### config.mk
export PLATFORM = sky130hd
export DESIGN_NAME = parking_gate_controller
export DESIGN_NICKNAME = d
export VERILOG_FILES = /design/src/rtl/parking_pkg.sv /design/src/rtl/parking_gate_controller_gate_fsm.sv /design/src/rtl/parking_gate_controller.sv
export SDC_FILE = /design/constraint.sdc
export NUM_CORES = 1
export LEC_CHECK = 0
export BUFFER_PORTS_ARGS = -buffer_cell sky130_fd_sc_hd__buf_4
export CAP_MARGIN = 20
export CORE_MARGIN = 1
export CORE_UTILIZATION = 50
export CTS_BUF_LIST = sky130_fd_sc_hd__clkbuf_16
export DETAILED_ROUTE_END_ITERATION = 16
export PLACE_DENSITY = 0.68
export SKIP_CTS_REPAIR_TIMING = 1
export SYNTH_ARGS = -nofsm -noshare
export SYNTH_HDL_FRONTEND = slang
export SYNTH_HIERARCHICAL = 1
export SYNTH_SLANG_ARGS = --single-unit
### constraint.sdc
create_clock -name clk -period 5.6 [get_ports clk]
set_clock_uncertainty 0.15 [all_clocks]
set_input_delay 1.12 -clock clk [delete_from_list [all_inputs] [get_ports clk]]
set_output_delay 1.12 -clock clk [all_outputs]
set_load 0.02 [all_outputs]
### src/rtl/parking_pkg.sv
// Shared gate state encoding and default sizing for the parking gate controller.
package parking_pkg;

    typedef enum logic [1:0] {
        IDLE = 2'd0,
        OPEN = 2'd1,
        HOLD = 2'd2
    } gate_state_t;

    localparam int DEF_CAPACITY = 10;
    localparam int DEF_RESERVED = 2;
    localparam int DEF_TIMEOUT  = 16;

endpackage

### src/rtl/parking_gate_controller_gate_fsm.sv
// Single-gate handshake FSM: request opens the gate next cycle, a pass or timeout closes it.
// Refused requests park in HOLD until the request drops, so a waiting car is refused only once.
module gate_fsm
    import parking_pkg::*;
#(
    parameter int TIMEOUT = DEF_TIMEOUT,
    parameter int TO_W    = 5
) (
    input  logic clk,
    input  logic rst,
    input  logic req,
    input  logic allow,
    input  logic pass,
    output logic gate_open,
    output logic pass_commit,
    output logic deny_pulse,
    output logic timeout_pulse
);

    localparam logic [TO_W-1:0] TIMER_LAST = TO_W'(TIMEOUT - 1);

    gate_state_t     state;
    gate_state_t     next_state;
    logic [TO_W-1:0] timer;
    logic            timer_done;

    assign timer_done = (timer == TIMER_LAST);

    // Timer runs only while open and restarts from zero on every opening.
    always_ff @(posedge clk or negedge rst) begin
        if (!rst) begin
            state <= IDLE;
            timer <= '0;
        end else begin
            state <= next_state;
            if (state == OPEN) begin
                timer <= timer + 1'b1;
            end else begin
                timer <= '0;
            end
        end
    end

    always_comb begin
        next_state = state;
        case (state)
            IDLE: begin
                if (req) begin
                    next_state = allow ? OPEN : HOLD;
                end
            end
            OPEN: begin
                if (pass || timer_done) begin
                    next_state = IDLE;
                end
            end
            HOLD: begin
                if (!req) begin
                    next_state = IDLE;
                end
            end
            default: next_state = IDLE;
        endcase
    end

    always_comb begin
        gate_open     = (state == OPEN);
        pass_commit   = (state == OPEN) && pass;
        deny_pulse    = (state == IDLE) && req && !allow;
        timeout_pulse = (state == OPEN) && timer_done && !pass;
    end

endmodule

### src/rtl/parking_gate_controller.sv
// Entry/exit gate controller with occupancy counter and permit-only reserved slots.
// Gates open one cycle after request; count moves one cycle after a confirmed pass.
module parking_gate_controller
    import parking_pkg::*;
#(
    parameter int CAPACITY = DEF_CAPACITY,
    parameter int CNT_W    = 8,
    parameter int RESERVED = DEF_RESERVED,
    parameter int TIMEOUT  = DEF_TIMEOUT,
    parameter int TO_W     = 5
) (
    input  logic             clk,
    input  logic             rst,
    input  logic             entry_req,
    input  logic             entry_permit,
    input  logic             entry_pass,
    input  logic             exit_req,
    input  logic             exit_pass,
    output logic             entry_gate_open,
    output logic             exit_gate_open,
    output logic [CNT_W-1:0] count,
    output logic [CNT_W-1:0] spots_free,
    output logic             general_full,
    output logic             parking_full,
    output logic             entry_denied,
    output logic             timeout_err,
    output logic             underflow_err
);

    localparam logic [CNT_W-1:0] CAP_LIMIT = CNT_W'(CAPACITY);
    localparam logic [CNT_W-1:0] GEN_LIMIT = CNT_W'(CAPACITY - RESERVED);

    logic [CNT_W-1:0] count_q;
    logic             entry_allow;
    logic             entry_commit;
    logic             entry_deny;
    logic             entry_to;
    logic             exit_commit;
    logic             exit_deny;
    logic             exit_to;
    logic             inc;
    logic             dec;
    logic             underflow_nxt;

    assign count        = count_q;
    assign spots_free   = CAP_LIMIT - count_q;
    assign parking_full = (count_q >= CAP_LIMIT);
    assign general_full = (count_q >= GEN_LIMIT);

    // Permit holders may use the reserved slots; everyone else stops at the general limit.
    assign entry_allow = entry_permit ? !parking_full : !general_full;

    gate_fsm #(
        .TIMEOUT (TIMEOUT),
        .TO_W    (TO_W)
    ) u_entry_gate (
        .clk           (clk),
        .rst           (rst),
        .req           (entry_req),
        .allow         (entry_allow),
        .pass          (entry_pass),
        .gate_open     (entry_gate_open),
        .pass_commit   (entry_commit),
        .deny_pulse    (entry_deny),
        .timeout_pulse (entry_to)
    );

    gate_fsm #(
        .TIMEOUT (TIMEOUT),
        .TO_W    (TO_W)
    ) u_exit_gate (
        .clk           (clk),
        .rst           (rst),
        .req           (exit_req),
        .allow         (1'b1),
        .pass          (exit_pass),
        .gate_open     (exit_gate_open),
        .pass_commit   (exit_commit),
        .deny_pulse    (exit_deny),
        .timeout_pulse (exit_to)
    );

    assign inc           = entry_commit && !parking_full;
    assign dec           = exit_commit && (count_q != '0);
    assign underflow_nxt = exit_commit && (count_q == '0);

    always_ff @(posedge clk or negedge rst) begin
        if (!rst) begin
            count_q       <= '0;
            entry_denied  <= 1'b0;
            timeout_err   <= 1'b0;
            underflow_err <= 1'b0;
        end else begin
            // Simultaneous entry and exit commits cancel out.
            case ({inc, dec})
                2'b10:   count_q <= count_q + 1'b1;
                2'b01:   count_q <= count_q - 1'b1;
                default: count_q <= count_q;
            endcase
            // The exit FSM has allow tied high, so exit_deny stays low.
            entry_denied  <= entry_deny | exit_deny;
            timeout_err   <= entry_to | exit_to;
            underflow_err <= underflow_nxt;
        end
    end

endmodule
; ---- Word-level counts from Yosys, hierarchy flattened
; Cells that the tools add are included.
[op_classes]
n_addsub = 5
order_cmp = 2
n_eq_ne = 14
mux = 13
n_bitwise = 1
reduce_logical = 25
[ops]
columns = cell, n
row1 = $ge A8 B4 Y1 const B, 2
row2 = $pmux W8 S2, 1
row3 = $mux W2, 7
row4 = $pmux W2 S3, 2
row5 = $logic_and A1 B1 Y1, 11
row6 = $add A5 B1 Y5 const B, 2
row7 = $eq A5 B4 Y1 const B, 2
row8 = $mux W5, 2
row9 = $add A8 B1 Y8 const B, 1
row10 = $logic_not A8 Y1, 1
row11 = $ne A2 B2 Y1 const B, 4
row12 = $reduce_bool A8 Y1, 1
row13 = $sub A4 B8 Y8 const A, 1
row14 = $sub A8 B1 Y8 const B, 1
row15 = $eq A2 B1 Y1 const B, 3
row16 = $eq A2 B2 Y1 const B, 3
row17 = $reduce_and A3 Y1, 2
row18 = $logic_not A1 Y1, 5
row19 = $logic_not A2 Y1, 2
row20 = $ne A2 B1 Y1 const B, 2
row21 = $logic_or A1 B1 Y1, 2
row22 = $reduce_bool A2 Y1, 1
row23 = $mux W1, 1
row24 = $or A1 B1 Y1, 1
[word_totals]
register_bits = 25
in_bits = 7
output_inout_bits = 23
elab_cells = 68

; ---- Depth between registers and ports, before layout
[logic_depth]
word_depth = 6
depth_mapped = 16
ltp_nobuf = 14

; ---- By module
; The synthesis kept the hierarchy.
[by_module_without_submodules]
columns = mod, instances, cells_per_inst, area_each_um2, seq_area_each_um2
row1 = parking_gate_controller, 1, 136, 1107.3, 275.3
row2 = gate_fsm, 2, 31, 332.8, 175.2

; ---- Worst setup path after synthesis
; Ideal clock, no wire load.
[synth_timing]
path_kind = reg-to-reg
start = register count_q[7] (netlist: count[7])
end = register count_q[6] (netlist: count[6])
arrival_ps = 3840
required_time_ps = 5312
slack_ps = 1472
path_stages_with_launch = 16
cell_sequence = dfrtp_1 > clkbuf_1 > or4_1 > clkbuf_1 > and2_1 > nand2b_1 > ha_1 > buf_4 > buf_2 > xor2_1 > ha_1 > or3_1 > a21oi_2 > nor3_2 > o211a_1 > or4_1
[synth_via]
elab_chain_cells = 5
word_cells_on_any_way = 9
[synth_lines]
columns = element, line
row1 = start: declaration, parking_gate_controller.sv:33  ; logic [CNT_W-1:0] count_q;
row2 = start signal: assignment, parking_gate_controller.sv:96  ; 2'b10: count_q <= count_q + 1'b1;
row3 = start signal: assignment, parking_gate_controller.sv:97  ; 2'b01: count_q <= count_q - 1'b1;
row4 = start signal: assignment, parking_gate_controller.sv:98  ; default: count_q <= count_q;
row5 = $ge A8 B4 Y1 *, parking_gate_controller.sv:47  ; assign parking_full = (count_q >= CAP_LIMIT);
row6 = via parking_full, parking_gate_controller.sv:24  ; output logic parking_full,
row7 = $logic_not A1 Y1 *, parking_gate_controller.sv:83  ; assign inc = entry_commit && !parking_full;
row8 = $logic_and A1 B1 Y1 *, parking_gate_controller.sv:83
row9 = $eq A2 B1 Y1 or $eq A2 B2 Y1 (tied branches), parking_gate_controller.sv:95  ; case ({inc, dec})
row10 = $pmux W8 S2 or $reduce_bool A2 Y1 (tied branches), -
; The timed path passes the listed nets; every way through them passes the cells marked *.
; A chain may end at the register's enable or synchronous reset.

; ---- Final worst setup path
[layout_timing]
start = register count_q[4] (netlist: count[4])
end = register count_q[6] (netlist: count[6])
[layout_via]
elab_chain_cells = 5
word_cells_on_any_way = 11
[layout_lines]
columns = element, line
row1 = $ge A8 B4 Y1, parking_gate_controller.sv:47
row2 = $logic_not A1 Y1, parking_gate_controller.sv:83
row3 = $logic_and A1 B1 Y1, parking_gate_controller.sv:83
row4 = $eq A2 B1 Y1 or $eq A2 B2 Y1 (tied branches), parking_gate_controller.sv:95
row5 = $pmux W8 S2 or $reduce_bool A2 Y1 (tied branches), -
; Parallel ways exist; a longest one is shown, timed or not.

==> impl_metrics.tcl <==
set metrics [dict create \
    ys_async_sr_fraction_pct 100.0 \
    hold_viol_final 0 \
    ys_warn_count 6 \
    via_per_inst 5.532 \
    cts_sinks 25 \
    cp-start-kind "flip-flop" \
    stdcell_area_um2 2074 \
    muxShareOfSynthArea_pct 3.458 \
    synth_xor_xnor_area_share_pct 7.904 \
    root_buffer "clkbuf_16" \
    power.density_nw_per_um2 390.4 \
    wl_met3_um 182 \
    num_io_pins 30 \
    cp_max_fo 21 \
    dp_cells 263 \
    hold_path_end "u_entry_gate/timer[0]" \
    synth_edf_count 0 \
    drc 0 \
    synth_top_family_by_area "simple AND/OR/NAND/NOR gates" \
    fin_crit_sh_pct 73.46 \
    fin_crit_ns 4.114 \
    cp.arrival_ns 4.09 \
    vias 1477 \
    utilization_pct 61.68 \
    whs_path_depth 1 \
    top_layer "met4" \
    rr_endpoint "count[6]" \
    die_x_um 61.55 \
    grt_overflow_total 0 \
    fin_cells 267 \
    status "completed" \
    htreeDepth 1 \
    grt.total_usage_pct 21.53 \
    slew_violations 0 \
    drt_wl_total_um 3752 \
    worst-r2r-cell-count 12 \
    cp.required_ns 5.58 \
    rows 21 \
    clock_path_buffers 2 \
    dr_wl_met2_um 1905 \
    synth.cell_area_um2 1773 \
    die_y_um 61.55 \
    initial_utilization_pct 52.72 \
    hp-start "u_entry_gate/timer[0]" \
    crit_type "flip-flop to flip-flop" \
    area_growth_pct 17.01 \
    antenna_found_initial 0 \
    synth_compound_area_share_pct 11.29 \
    ant_nets 0 \
    avgSynthCellArea_um2 8.954 \
    gp_congestion 0.9287 \
    r2r_slack_ns 1.49 \
    tns_ns 0 \
    routedLengthMet1_um 1620 \
    p_leak_uw 0.001004 \
    postSynthCellCount 198 \
    wl_per_cell_um 14.05 \
    cts_tree "built" \
    synth_simple_gate_area_share_pct 28.44 \
    core_area_um2 3363 \
    clkLatencyLatePin_ns 0.26 \
    vdd_ir_drop_max_mv 0.3364 \
    maxCapViolations 0 \
    clkTransAtPathRegs_ns 0.06 \
    ys_seq_area_share_pct 35.29 \
    hold_class "flip-flop to flip-flop" \
    synth-adder-area-share_pct 7.057 \
    grt_pass1_wl_um 5996 \
    layout-drive-gt1-share_pct 17.19 \
    nets 239 \
    cts_made_buffers 3 \
    grt_start_max_net_pins 26 \
    hold_ws_ns 0.3171 \
    dr.pass1.iters 4 \
    placed_area_um2 1996 \
    slew_headroom_pct 51.53 \
    dieArea_um2 3788 \
    setup_viol 0 \
    synthFlopType "dfrtp_1" \
    first_iter_violations 64 \
    worst_slew_pin_slew_ns 0.7271 \
    timing.fmax_mhz 243.1 \
    ys_types 49 \
    hpwl_um 2709 \
    portBuffers 29 \
    cp-end-kind "flip-flop" \
    grt_pass1_vias 1340 \
    synth.ff_latch_count 25 \
    diodes 0 \
    rsz0062_at_grt "no" \
    worstReg2RegStart "count[4]" \
]
[sequential cells by signal, summed over array words and instances, names as in the netlist]
name,cells
timeout_err,1
u_exit_gate/timer,5
count,8
u_exit_gate/state,2
underflow_err,1
u_entry_gate/state,2
entry_denied,1
u_entry_gate/timer,5
[cells in the mapped netlist (2+ instances only)]
library cell | number | area (um^2)
and2_1 | 5 | 31.28
or2_2 | 2 | 12.51
xor2_1 | 6 | 52.55
clkbuf_1 | 4 | 15.01
or4_1 | 2 | 15.01
nand4_1 | 2 | 12.51
nand2b_1 | 8 | 50.05
ha_1 | 10 | 125.1
mux2i_1 | 5 | 50.05
o21ai_0 | 5 | 25.02
nor3_1 | 6 | 30.03
and3_1 | 5 | 31.28
dfrtp_1 | 25 | 625.6
o311ai_1 | 2 | 17.52
nor4b_1 | 3 | 26.28
nor2b_1 | 2 | 12.51
nand3_1 | 5 | 25.02
inv_1 | 14 | 52.55
nand3b_1 | 5 | 37.54
xnor2_1 | 10 | 87.58
buf_2 | 6 | 30.03
nor3b_1 | 3 | 22.52
buf_4 | 2 | 15.01
or3b_1 | 5 | 43.79
a21oi_1 | 9 | 45.04
nand2_1 | 10 | 37.54
a211oi_1 | 2 | 15.01
nor2_1 | 14 | 52.55
[metrics by stage]
step           worst slack (ns)  power (uW)
6_report                  1.486       809.9
5_1_grt                   1.285       861.2
2_1_floorplan             1.472       523.6
3_5_place_dp              1.552       656.1
3_3_place_gp              1.630       652.5
4_1_cts                   1.501       816.5
[logic make-up (layout without fill, tap and decap cells)]
| kind of cell | count (synthesis) | in the layout |
|---|---|---|
| XOR/XNOR | 16 | 16 |
| adder cells (fa/ha/maj) | 10 | 10 |
| AO/OA/AOI/OAI | 29 | 29 |
| multiplexers | 6 | 6 |
| other | 1 | 3 |
| flip-flops | 25 | 25 |
| buffers and inverters | 26 | 47 |
| AND/OR/NAND/NOR | 85 | 85 |
[worst max-delay path by stage]
stage,start,end,slack [ns],cells after the start
2_1_floorplan,count[7],count[6],1.47,15
3_3_place_gp,count[4],count[6],1.63,12
3_5_place_dp,count[4],count[6],1.55,12
4_1_cts,count[4],count[6],1.50,12
5_1_grt,count[5],count[6],1.28,12
6_report,count[4],count[6],1.49,12
[layout by cell type, fill, tap and decap left out, types with 2 or more instances in the layout]
master	instances
clkbuf_16	3
nor4b_1	3
nand3_1	5
a21oi_1	9
nand2b_1	8
a211oi_1	2
o21ai_0	5
nand2_1	10
nor2_1	14
buf_4	29
inv_1	15
or2_2	2
or3b_1	5
conb_1	3
o311ai_1	2
nor2b_1	2
or4_1	2
dfrtp_1	25
and2_1	5
nand3b_1	5
ha_1	10
nor3b_1	3
nand4_1	2
and3_1	5
xnor2_1	10
mux2i_1	5
nor3_1	6
xor2_1	6
[layout make-up]
type	instances	area, um^2
timing repair buffer	29	217.7
inverter	14	52.55
tap	46	57.56
multi-input combinational	149	1042
sequential	25	625.6
fill	315	1289
clock buffer	3	75.07
clock inverter	1	3.754
[routing by layer]
metal  up-vias  global-route usage, %
met2        40                  37.48
met4         0                  6.984
met1       699                  27.36
met3         5                  3.151
li1        733                      -
met5         -                      0
[critical path, stage by stage (launching register included)]
cell and delay, ns:
dfrtp_1 0.52, or2_1 0.33, or4_1 0.49, and2_1 0.18
nand2b_1 0.16, ha_1 0.44, xor2_1 0.24, ha_1 0.24
or3_1 0.32, a21oi_2 0.15, nor3_2 0.09, o211a_1 0.14
or4_1 0.51
[power breakdown]
group	switching (uW)	leakage [uW]	internal, uW	total, uW
clock network	60.0	0.0000423	95.4	155
registers	72.2	0.000329	202	274
logic	210	0.000633	170	381
(Power assumes the default switching activity.)
